## src/rtl/serial_add_pkg.sv

```systemverilog
// serial_add_pkg: shared types for the bit-serial add unit.
//   state_t : sequencing FSM encoding (IDLE, CALC, DONE).
package serial_add_pkg;

  typedef enum logic [1:0] {
    IDLE = 2'd0,
    CALC = 2'd1,
    DONE = 2'd2
  } state_t;

endpackage : serial_add_pkg

```

## src/rtl/serial_add_unit_fa_ha.sv

```systemverilog
// HA_rtl / fa_ha: combinational half adder and a full adder built from two
// half adders whose carries are ORed (they can never both be 1).
//   HA_rtl ports : a, b -> sum, cout
//   fa_ha ports  : a, b, cin -> sum, cout
module HA_rtl (
  input  logic a,
  input  logic b,
  output logic sum,
  output logic cout
);

  assign sum  = a ^ b;
  assign cout = a & b;

endmodule : HA_rtl

module fa_ha (
  input  logic a,
  input  logic b,
  input  logic cin,
  output logic sum,
  output logic cout
);

  logic ha0_sum_s;
  logic ha0_cout_s;
  logic ha1_cout_s;

  HA_rtl u_ha0 (
    .a    (a),
    .b    (b),
    .sum  (ha0_sum_s),
    .cout (ha0_cout_s)
  );

  HA_rtl u_ha1 (
    .a    (ha0_sum_s),
    .b    (cin),
    .sum  (sum),
    .cout (ha1_cout_s)
  );

  assign cout = ha0_cout_s | ha1_cout_s;

endmodule : fa_ha

```

## src/rtl/serial_add_unit.sv

```systemverilog
// serial_add_unit: bit-serial NBITS-bit adder reusing one full adder, one bit
// per cycle LSB first. Requests and results use val/rdy handshakes.
//   clk, reset_n          : clock, async active-low reset
//   req_val/req_rdy       : request handshake, operands req_a/req_b
//   resp_val/resp_rdy     : response handshake, resp_sum/resp_cout
// resp_sum/resp_cout read as 0 whenever resp_val is low.
module serial_add_unit
  import serial_add_pkg::*;
#(
  parameter int NBITS = 8
) (
  input  logic             clk,
  input  logic             reset_n,
  input  logic             req_val,
  output logic             req_rdy,
  input  logic [NBITS-1:0] req_a,
  input  logic [NBITS-1:0] req_b,
  output logic             resp_val,
  input  logic             resp_rdy,
  output logic [NBITS-1:0] resp_sum,
  output logic             resp_cout
);

  localparam int CNT_W = $clog2(NBITS) + 1;

  state_t           state_r;
  state_t           state_next_s;
  logic [NBITS-1:0] a_sh_r;
  logic [NBITS-1:0] b_sh_r;
  logic [NBITS-1:0] sum_r;
  logic [NBITS-1:0] sum_next_s;
  logic             carry_r;
  logic [CNT_W-1:0] count_r;
  logic             req_rdy_r;
  logic             resp_val_r;
  logic             fa_sum_s;
  logic             fa_cout_s;
  logic             req_fire_s;
  logic             resp_fire_s;
  logic             last_bit_s;

  fa_ha u_fa (
    .a    (a_sh_r[0]),
    .b    (b_sh_r[0]),
    .cin  (carry_r),
    .sum  (fa_sum_s),
    .cout (fa_cout_s)
  );

  assign req_fire_s  = req_val & req_rdy_r;
  assign resp_fire_s = resp_val_r & resp_rdy;
  assign last_bit_s  = (count_r == CNT_W'(NBITS - 1));

  // New sum bit enters at the MSB; written this way so NBITS=1 needs no slice.
  always_comb begin
    sum_next_s             = sum_r >> 1'b1;
    sum_next_s[NBITS-1]    = fa_sum_s;
  end

  // Next-state decode for the IDLE -> CALC -> DONE sequence.
  always_comb begin
    state_next_s = state_r;
    case (state_r)
      IDLE: begin
        if (req_fire_s) begin
          state_next_s = CALC;
        end else begin
          state_next_s = IDLE;
        end
      end
      CALC: begin
        if (last_bit_s) begin
          state_next_s = DONE;
        end else begin
          state_next_s = CALC;
        end
      end
      DONE: begin
        if (resp_fire_s) begin
          state_next_s = IDLE;
        end else begin
          state_next_s = DONE;
        end
      end
      default: state_next_s = IDLE;
    endcase
  end

  // FSM state register.
  always_ff @(posedge clk or negedge reset_n) begin
    if (!reset_n) begin
      state_r <= IDLE;
    end else begin
      state_r <= state_next_s;
    end
  end

  // Handshake flags registered from the next state, so req_rdy stays low
  // through reset and rises on the first edge after release.
  always_ff @(posedge clk or negedge reset_n) begin
    if (!reset_n) begin
      req_rdy_r  <= 1'b0;
      resp_val_r <= 1'b0;
    end else begin
      req_rdy_r  <= (state_next_s == IDLE);
      resp_val_r <= (state_next_s == DONE);
    end
  end

  // Operand shift registers, sum assembly, carry and bit counter.
  always_ff @(posedge clk or negedge reset_n) begin
    if (!reset_n) begin
      a_sh_r  <= {NBITS{1'b0}};
      b_sh_r  <= {NBITS{1'b0}};
      sum_r   <= {NBITS{1'b0}};
      carry_r <= 1'b0;
      count_r <= {CNT_W{1'b0}};
    end else begin
      case (state_r)
        IDLE: begin
          if (req_fire_s) begin
            a_sh_r  <= req_a;
            b_sh_r  <= req_b;
            sum_r   <= {NBITS{1'b0}};
            carry_r <= 1'b0;
            count_r <= {CNT_W{1'b0}};
          end
        end
        CALC: begin
          a_sh_r  <= a_sh_r >> 1'b1;
          b_sh_r  <= b_sh_r >> 1'b1;
          sum_r   <= sum_next_s;
          carry_r <= fa_cout_s;
          count_r <= count_r + CNT_W'(1);
        end
        DONE: begin
          // hold result until the consumer takes it
        end
        default: begin
          carry_r <= 1'b0;
        end
      endcase
    end
  end

  assign req_rdy   = req_rdy_r;
  assign resp_val  = resp_val_r;
  assign resp_sum  = resp_val_r ? sum_r : {NBITS{1'b0}};
  assign resp_cout = resp_val_r & carry_r;

endmodule : serial_add_unit

```

## config.mk

```make
export PLATFORM = sky130hd
export DESIGN_NAME = serial_add_unit
export DESIGN_NICKNAME = d
export VERILOG_FILES = /design/src/rtl/serial_add_pkg.sv /design/src/rtl/serial_add_unit_fa_ha.sv /design/src/rtl/serial_add_unit.sv
export SDC_FILE = /design/constraint.sdc
export NUM_CORES = 1
export LEC_CHECK = 0
export ABC_AREA = 0
export BUFFER_PORTS_ARGS = -buffer_cell sky130_fd_sc_hd__buf_4
export CELL_PAD_IN_SITES_DETAIL_PLACEMENT = 1
export CELL_PAD_IN_SITES_GLOBAL_PLACEMENT = 2
export CORE_ASPECT_RATIO = 2
export CORE_MARGIN = 10
export CORE_UTILIZATION = 33
export DETAILED_ROUTE_END_ITERATION = 16
export GPL_TIMING_DRIVEN = 0
export HOLD_SLACK_MARGIN = 0.02
export PLACE_DENSITY_LB_ADDON = 0.1
export SYNTH_ARGS = -nofsm -noshare
export SYNTH_HDL_FRONTEND = slang
export SYNTH_SLANG_ARGS = --single-unit
```

## constraint.sdc

```tcl
create_clock -name clk -period 1.7 [get_ports clk]
set_input_delay 0.085 -clock clk [delete_from_list [all_inputs] [get_ports clk]]
set_output_delay 0.085 -clock clk [all_outputs]
set_load 0.02 [all_outputs]
```

==> results of run 1 <==
cells in the final DEF, fill, tap and decap left out:
cell            n
clkbuf_8        5
buf_6           3
clkinv_2        2
dlygate4sd3_1   3
nand2_1        26
o21ai_1         6
buf_4          30
ha_1            1
mux2i_1         1
a21oi_1         1
nand4_1         1
o21a_1          1
inv_1          14
nand2b_1        3
nand3b_1        1
buf_2           4
o21ai_2         8
o31ai_1         2
and4bb_1        1
or2_1           1
o21ai_0        14
dfrtp_1        33
mux2i_4         1
clkbuf_1        3
fa_1            1
a21oi_2         1
and2_1          9
a22oi_1        14
nor2b_1         2
cells by family after synthesis:
family	after synthesis	synth area share
DFF	33	0.538
muxes	2	0.0212
adders and majority gates	2	0.0212
AOI/OAI and AO/OA	47	0.203
buffers and inverters	23	0.0742
and+or+nand+nor	44	0.142
cell type report:
type | instances | share of cell area
Sequential cell | 33 | 0.426
Clock inverter | 2 | 0.00516
Tap cell | 55 | 0.0355
Clock buffer | 6 | 0.0374
Buffer | 9 | 0.0316
Timing Repair Buffer | 33 | 0.132
Multi-Input combinational cell | 95 | 0.306
Inverter | 14 | 0.0271
sequential cells by signal, indices dropped and copies added, names as in the netlist:
signal	flops
b_sh_r	8
state_r	2
req_rdy	1
sum_r	8
resp_val	1
a_sh_r	8
count_r	4
carry_r	1
what timing repair did:
action                                 CTS  global route
endpoints found under the hold margin   35             0
hold buffers                             3             0
setup buffers                            0             0
power breakdown:
group	internal (mW)	switching (mW)	total [mW]
logic	0.618	0.841	1.46
clock network	0.283	0.277	0.560
registers	1.13	0.263	1.39
how the worst max path moves through the flow:
stage                              start                      to  slack (ns)  cells after the start
CTS                 state_r[1]$_DFF_PN0_   b_sh_r[0]$_DFFE_PN0P_        0.17                      5
global route        state_r[1]$_DFF_PN0_    sum_r[5]$_DFFE_PN0P_        0.08                      3
global placement    state_r[1]$_DFF_PN0_   b_sh_r[0]$_DFFE_PN0P_        0.20                      5
detailed placement  state_r[1]$_DFF_PN0_   b_sh_r[0]$_DFFE_PN0P_        0.19                      5
floorplan              req_rdy$_DFF_PN0_  count_r[0]$_DFFE_PN0P_        0.35                      5
finish              state_r[1]$_DFF_PN0_   b_sh_r[0]$_DFFE_PN0P_        0.19                      5
metrics by stage:
step | utilization | std cells | power, mW | hold WS [ns]
final | 0.426 | 247 | 3.41 | 0.0323
after detailed placement | 0.401 | 236 | 2.91 | 0.0652
after global placement | 0.401 | 236 | 2.83 | 0.0565
after CTS | 0.426 | 247 | 3.51 | 0.0258
after global routing | 0.426 | 247 | 3.74 | 0.0243
after floorplan | - | 151 | 2.42 | -0.211
cells in the mapped netlist (2+ instances only):
master / number / area (µm²)
nand2b_1: 3 / 18.8
nor2b_1: 2 / 12.5
a22oi_1: 14 / 105
dfrtp_1: 33 / 826
and2_1: 9 / 56.3
o21ai_1: 6 / 30.0
o21ai_2: 8 / 70.1
buf_2: 4 / 20.0
o21ai_0: 14 / 70.1
nand2_1: 26 / 97.6
buf_6: 3 / 33.8
inv_1: 14 / 52.6
o31ai_1: 2 / 15.0
clkbuf_1: 2 / 7.51
metal layers:
metal | global-route usage | up-vias | wire length, µm
li1 | - | 583 | -
met1 | 0.108 | 619 | 1430
met2 | 0.200 | 25 | 2250
met3 | 0.0327 | 7 | 182
met4 | 0.0472 | 0 | 60
met5 | 0 | - | 0
worst max-delay path, cell delays in order, from the launching register on:
cell      delay (ns)
dfrtp_1         0.41
and4bb_1        0.26
buf_2           0.19
buf_2           0.20
a22oi_1         0.25
o21ai_2         0.08
==> results by group, run 1 <==
Outcome
  • Run status: complete, no violations

STA
  • Crit share post-route: 0.887
  • Setup TNS: 0 ns
  • Worst-Margin Slew: roughly 0.46 ns
  • Final hold viol count: 0
  • Fin crit period: 1.51 ns
  • RSZ-0062 raised after global routing: no
  • Final Setup Violations: 0
  • Max Slew Vio Count: 0
  • Fmax: 0.663 GHz
  • Post-route worst setup slack: 0.192 ns
  • Clk_skew: 0.00695 ns
  • Slew headroom: 0.696

Power and ir drop
  • Max VDD drop: 891 µV
  • PD cells: 1760 nW/µm²
  • Leak pwr: roughly 0.9 nW

Hold path
  • Hold Crit Endpoint: a_sh_r[4]$_DFFE_PN0P_
  • WHS Path Cells: 3
  • HP Class: input pin to register
  • Hold Startpoint: req_a[4]

Clock network
  • CTS-repair resized insts: 0
  • CTS H-tree lvls: 2
  • TritonCTS clock tree: yes
  • Root Driver: clkbuf_8
  • Clock-pin slew on the worst setup and hold paths: about 0.070 ns
  • TritonCTS Sinks: 33
  • Total CTS buffers: 5
  • Clock Path Buffers: 2
  • Later-pin clock latency in the skew report: 0.28 ns

Global route
  • Total GRT Usage: 0.110
  • Largest net degree at the start of global routing: 34
  • Total grt overflow: 0
  • Initial antenna violation count: 0
  • Vias in the first global route: ~1.4k
  • First-pass GRT wire length: ~6700 µm

Routing
  • Remaining DRCs: 0
  • Vias: 1234
  • DR pass1 iterations: 4
  • Post-Route WL: approximately 3900 µm
  • WL per Instance: 15.9 µm
  • DRT iter0 DRCs: 73
  • Final ANT Viol Nets: 0
  • Drt via density: 5.00

Synthesis
  • Yosys cell types: 25
  • Post-Syn Nets: 173
  • Post-synth ARST share: 1.00
  • Syn Area/Cell: 10.2 µm²
  • #FFs+latches synth: 33
  • Syn Std Cell Area: 1530 µm²
  • Main synth FF type: dfrtp_1
  • Yosys warnings: 0
  • EDFF count, synth: 0
  • Seq/Total Area, Yosys: 0.538
  • Cells after synthesis: 151

Floorplan
  • Core Area: approximately 4600 µm²
  • Die height: 116 µm
  • Row cnt: 35
  • Initial Util: 0.337
  • Die Area: 7940 µm²
  • IO Pins: 31
  • Die Wd: 68.2 µm

Critical path
  • Internal reg-to-reg setup slack: 0.19 ns
  • Crit Path Category: register to register
  • Reg2reg start: state_r[1]$_DFF_PN0_
  • WP data required: 1.86 ns
  • Crit path max fanout: 10
  • CP arrival: approximately 1.7 ns
  • Reg2reg path depth: 5
  • Startpoint types: register
  • Crit Reg-Reg Endpoint: b_sh_r[0]$_DFFE_PN0P_
  • Critical path capture point type: register

Final layout
  • Fillcell total: 532
  • Antenna diodes: 0
  • Final net count: 213
  • Footprint of the multi-input gates: 594 µm²
  • Post-route cell area: 1940 µm²
  • Area Growth Syn to Fin: 26.5%
  • FF/Latch Area: just over 800 µm²
  • Share of layout cells above drive strength 1: 0.281

Placed design
  • Dpl cell area: 1830 µm²
  • Dpl hpwl: 2990 µm
  • Port Buf Inserts: 30
  • GPL Wtd Cong: 0.725
  • Setup slack at placement: roughly 0.19 ns

Run
  • Max-Cap Viols: 0
No activity file was read; power rests on OpenSTA's default activity.
==> inputs of run 2 (changes only) <==
--- a/config.mk
+++ b/config.mk
@@ -16,6 +16,7 @@
 export GPL_TIMING_DRIVEN = 0
 export HOLD_SLACK_MARGIN = 0.02
 export PLACE_DENSITY_LB_ADDON = 0.1
+export SETUP_SLACK_MARGIN = 0.4
 export SYNTH_ARGS = -nofsm -noshare
 export SYNTH_HDL_FRONTEND = slang
 export SYNTH_SLANG_ARGS = --single-unit
==> run 2 against run 1 <==
Effect of this change:
- via count rose by 5.2%
- largest power group unchanged
- worst setup slack improved by 0.15 ns
- sequential share of layout area down 5.8 points
- global-route usage rose by 1.1 points
- clock power increased by 8.0%
- critical path type unchanged
- non-clock buffer count up 17
- critical path depth did not move
==> results by group, run 2 (same netlist as run 1, synthesis figures left out) <==
Clock network
  • Clock Path Buffers: 2
  • Total CTS buffers: 5
  • Root Driver: clkbuf_8
  • CTS H-tree lvls: 2
  • Later-pin clock latency in the skew report: 0.29 ns
  • TritonCTS Sinks: 33
  • Clock-pin slew on the worst setup and hold paths: about 0.07 ns
  • TritonCTS clock tree: yes

STA
  • Crit share post-route: 0.799
  • Worst-Margin Slew: 0.438 ns
  • Final hold viol count: 0
  • Setup TNS: 0 ns
  • Fmax: around 0.74 GHz
  • Clk_skew: between 0.003 and 0.004 ns
  • Max Slew Vio Count: 0
  • Final Setup Violations: 0
  • Slew headroom: 0.708
  • Fin crit period: 1.36 ns
  • RSZ-0062 raised after global routing: yes

Power and ir drop
  • Clock share of power: 0.145
  • Leak pwr: 1.03 nW
  • Power Internal: 2.55 mW
  • Net Sw Power: around 1.6 mW
  • PD cells: 1840 nW/µm²
  • Sw Ratio: 0.388
  • Flop pwr share: 0.339
  • Power Total: around 4.2 mW
  • Comb pwr share: 0.515
  • Max VDD drop: 971 µV

Floorplan
  • Die Area: a little under 8000 µm²
  • Die Wd: 68.2 µm
  • Row cnt: 35
  • IO Pins: 31
  • Initial Util: 0.337
  • Die height: 116 µm
  • Core Area: approximately 4600 µm²

Critical path
  • Critical path startpoint: req_rdy$_DFF_PN0_
  • Crit Path Category: register to register
  • Reg2reg path depth: 5
  • Internal reg-to-reg setup slack: 0.34 ns
  • Crit Reg-Reg Endpoint: count_r[0]$_DFFE_PN0P_
  • Reg2reg start: req_rdy$_DFF_PN0_
  • Crit path max fanout: 5
  • WP data required: 1.91 ns
  • Critical path capture point type: register
  • Startpoint types: register
  • CP arrival: 1.57 ns

Hold path
  • Hold Startpoint: req_b[0]
  • Hold Crit Endpoint: b_sh_r[0]$_DFFE_PN0P_
  • WHS Path Cells: 3
  • HP Class: input pin to register

Global route
  • Met3 Usage GRT: 0.0346
  • GRT busiest layer: met2
  • Total GRT Usage: 0.121
  • Initial antenna violation count: 0
  • Met1 Usage GRT: 0.114
  • Total grt overflow: 0
  • Largest net degree at the start of global routing: 34
  • Global Route met2 Usage: 0.228
  • Vias in the first global route: 1539
  • First-pass GRT wire length: 7260 µm

Placed design
  • Port Buf Inserts: 30
  • Dpl hpwl: 2950 µm
  • GPL Wtd Cong: between 0.6 and 0.7

Final layout
  • Share of layout cells above drive strength 1: 0.399
  • Antenna diodes: 0
  • Final net count: 230
  • Top flop regs: a_sh_r: 8 flops, b_sh_r: 8 flops, sum_r: 8 flops
  • Area Growth Syn to Fin: 47.0%
  • Final Util: 0.495
  • Most common cell after layout, fill and taps aside: buf_4
  • Fillcell total: a little over 500
  • Most frequent cells in the layout: buf_4, dfrtp_1, nand2_1

Routing
  • Vias: 1298
  • DR pass1 iterations: 3
  • WL per Instance: about 16 µm
  • DRT iter0 DRCs: 36
  • Drt via density: 4.94
  • Remaining DRCs: 0
  • Final ANT Viol Nets: 0
  • Post-Route WL: 4340 µm

Run
  • Max-Cap Viols: 0

Outcome
  • Run status: complete, no violations
## run 2: routing by layer
layer  up-vias  part of all wire
met3         7             0.048
met1       648              0.34
met4         0             0.018
met5         -                 0
met2        25              0.59
li1        618                 -
## run 2: cell type report
type                    count  area [µm²]  area share
flip-flops and latches     33         828       0.367
multi-input cells          95         673       0.299
repair buffers             50         443       0.196
plain buffers               9         103      0.0455
clock buffers               7        86.3      0.0383
well taps                  55        68.8      0.0305
inverters                  14        52.6      0.0233
## run 2: worst max path at each step
stage | to | slack, ns | cells past startpoint
detailed placement | sum_r[3]$_DFFE_PN0P_ | 0.13 | 3
CTS | count_r[0]$_DFFE_PN0P_ | 0.31 | 5
global route | a_sh_r[7]$_DFFE_PN0P_ | 0.28 | 4
global placement | b_sh_r[0]$_DFFE_PN0P_ | 0.14 | 5
floorplan | count_r[0]$_DFFE_PN0P_ | 0.38 | 5
finish | count_r[0]$_DFFE_PN0P_ | 0.34 | 5
## run 2: worst max-delay path, cell delays in order (launching register included)
cell and delay (ns):
dfrtp_2 0.42, and4bb_1 0.22, or2_1 0.24, buf_6 0.14, buf_12 0.13, mux2i_4 0.12
## run 2: metrics by stage
step	cell area [µm²]	hold slack (ns)	setup WS (ns)	cells
2_1_floorplan	1550	-0.211	0.377	151
3_3_place_gp	1850	0.0605	0.143	236
3_5_place_dp	1850	0.0607	0.135	236
4_1_cts	2210	0.0249	0.309	261
5_1_grt	2250	0.0242	0.279	263
6_report	2250	0.0238	0.341	263
## run 2: what timing repair did
| action | CTS | global route |
|---|---|---|
| resized for setup | 25 | 9 |
| endpoints found under the hold margin | 43 | 0 |
| endpoints found under the setup margin | 26 | 30 |
| cloned | 1 | 0 |
| hold buffers | 11 | 0 |
| pin swaps | 4 | 2 |
| buffers inserted | 6 | 2 |
## run 2: power groups by stage
stage                     clock network, mW  registers (mW)  logic (mW)
after global placement                    0            1.40        1.48
after detailed placement                  0            1.43        1.53
after CTS                             0.615            1.42        2.06
after global routing                  0.649            1.47        2.37
final                                 0.605            1.41        2.14
after floorplan                           0            1.36        1.11
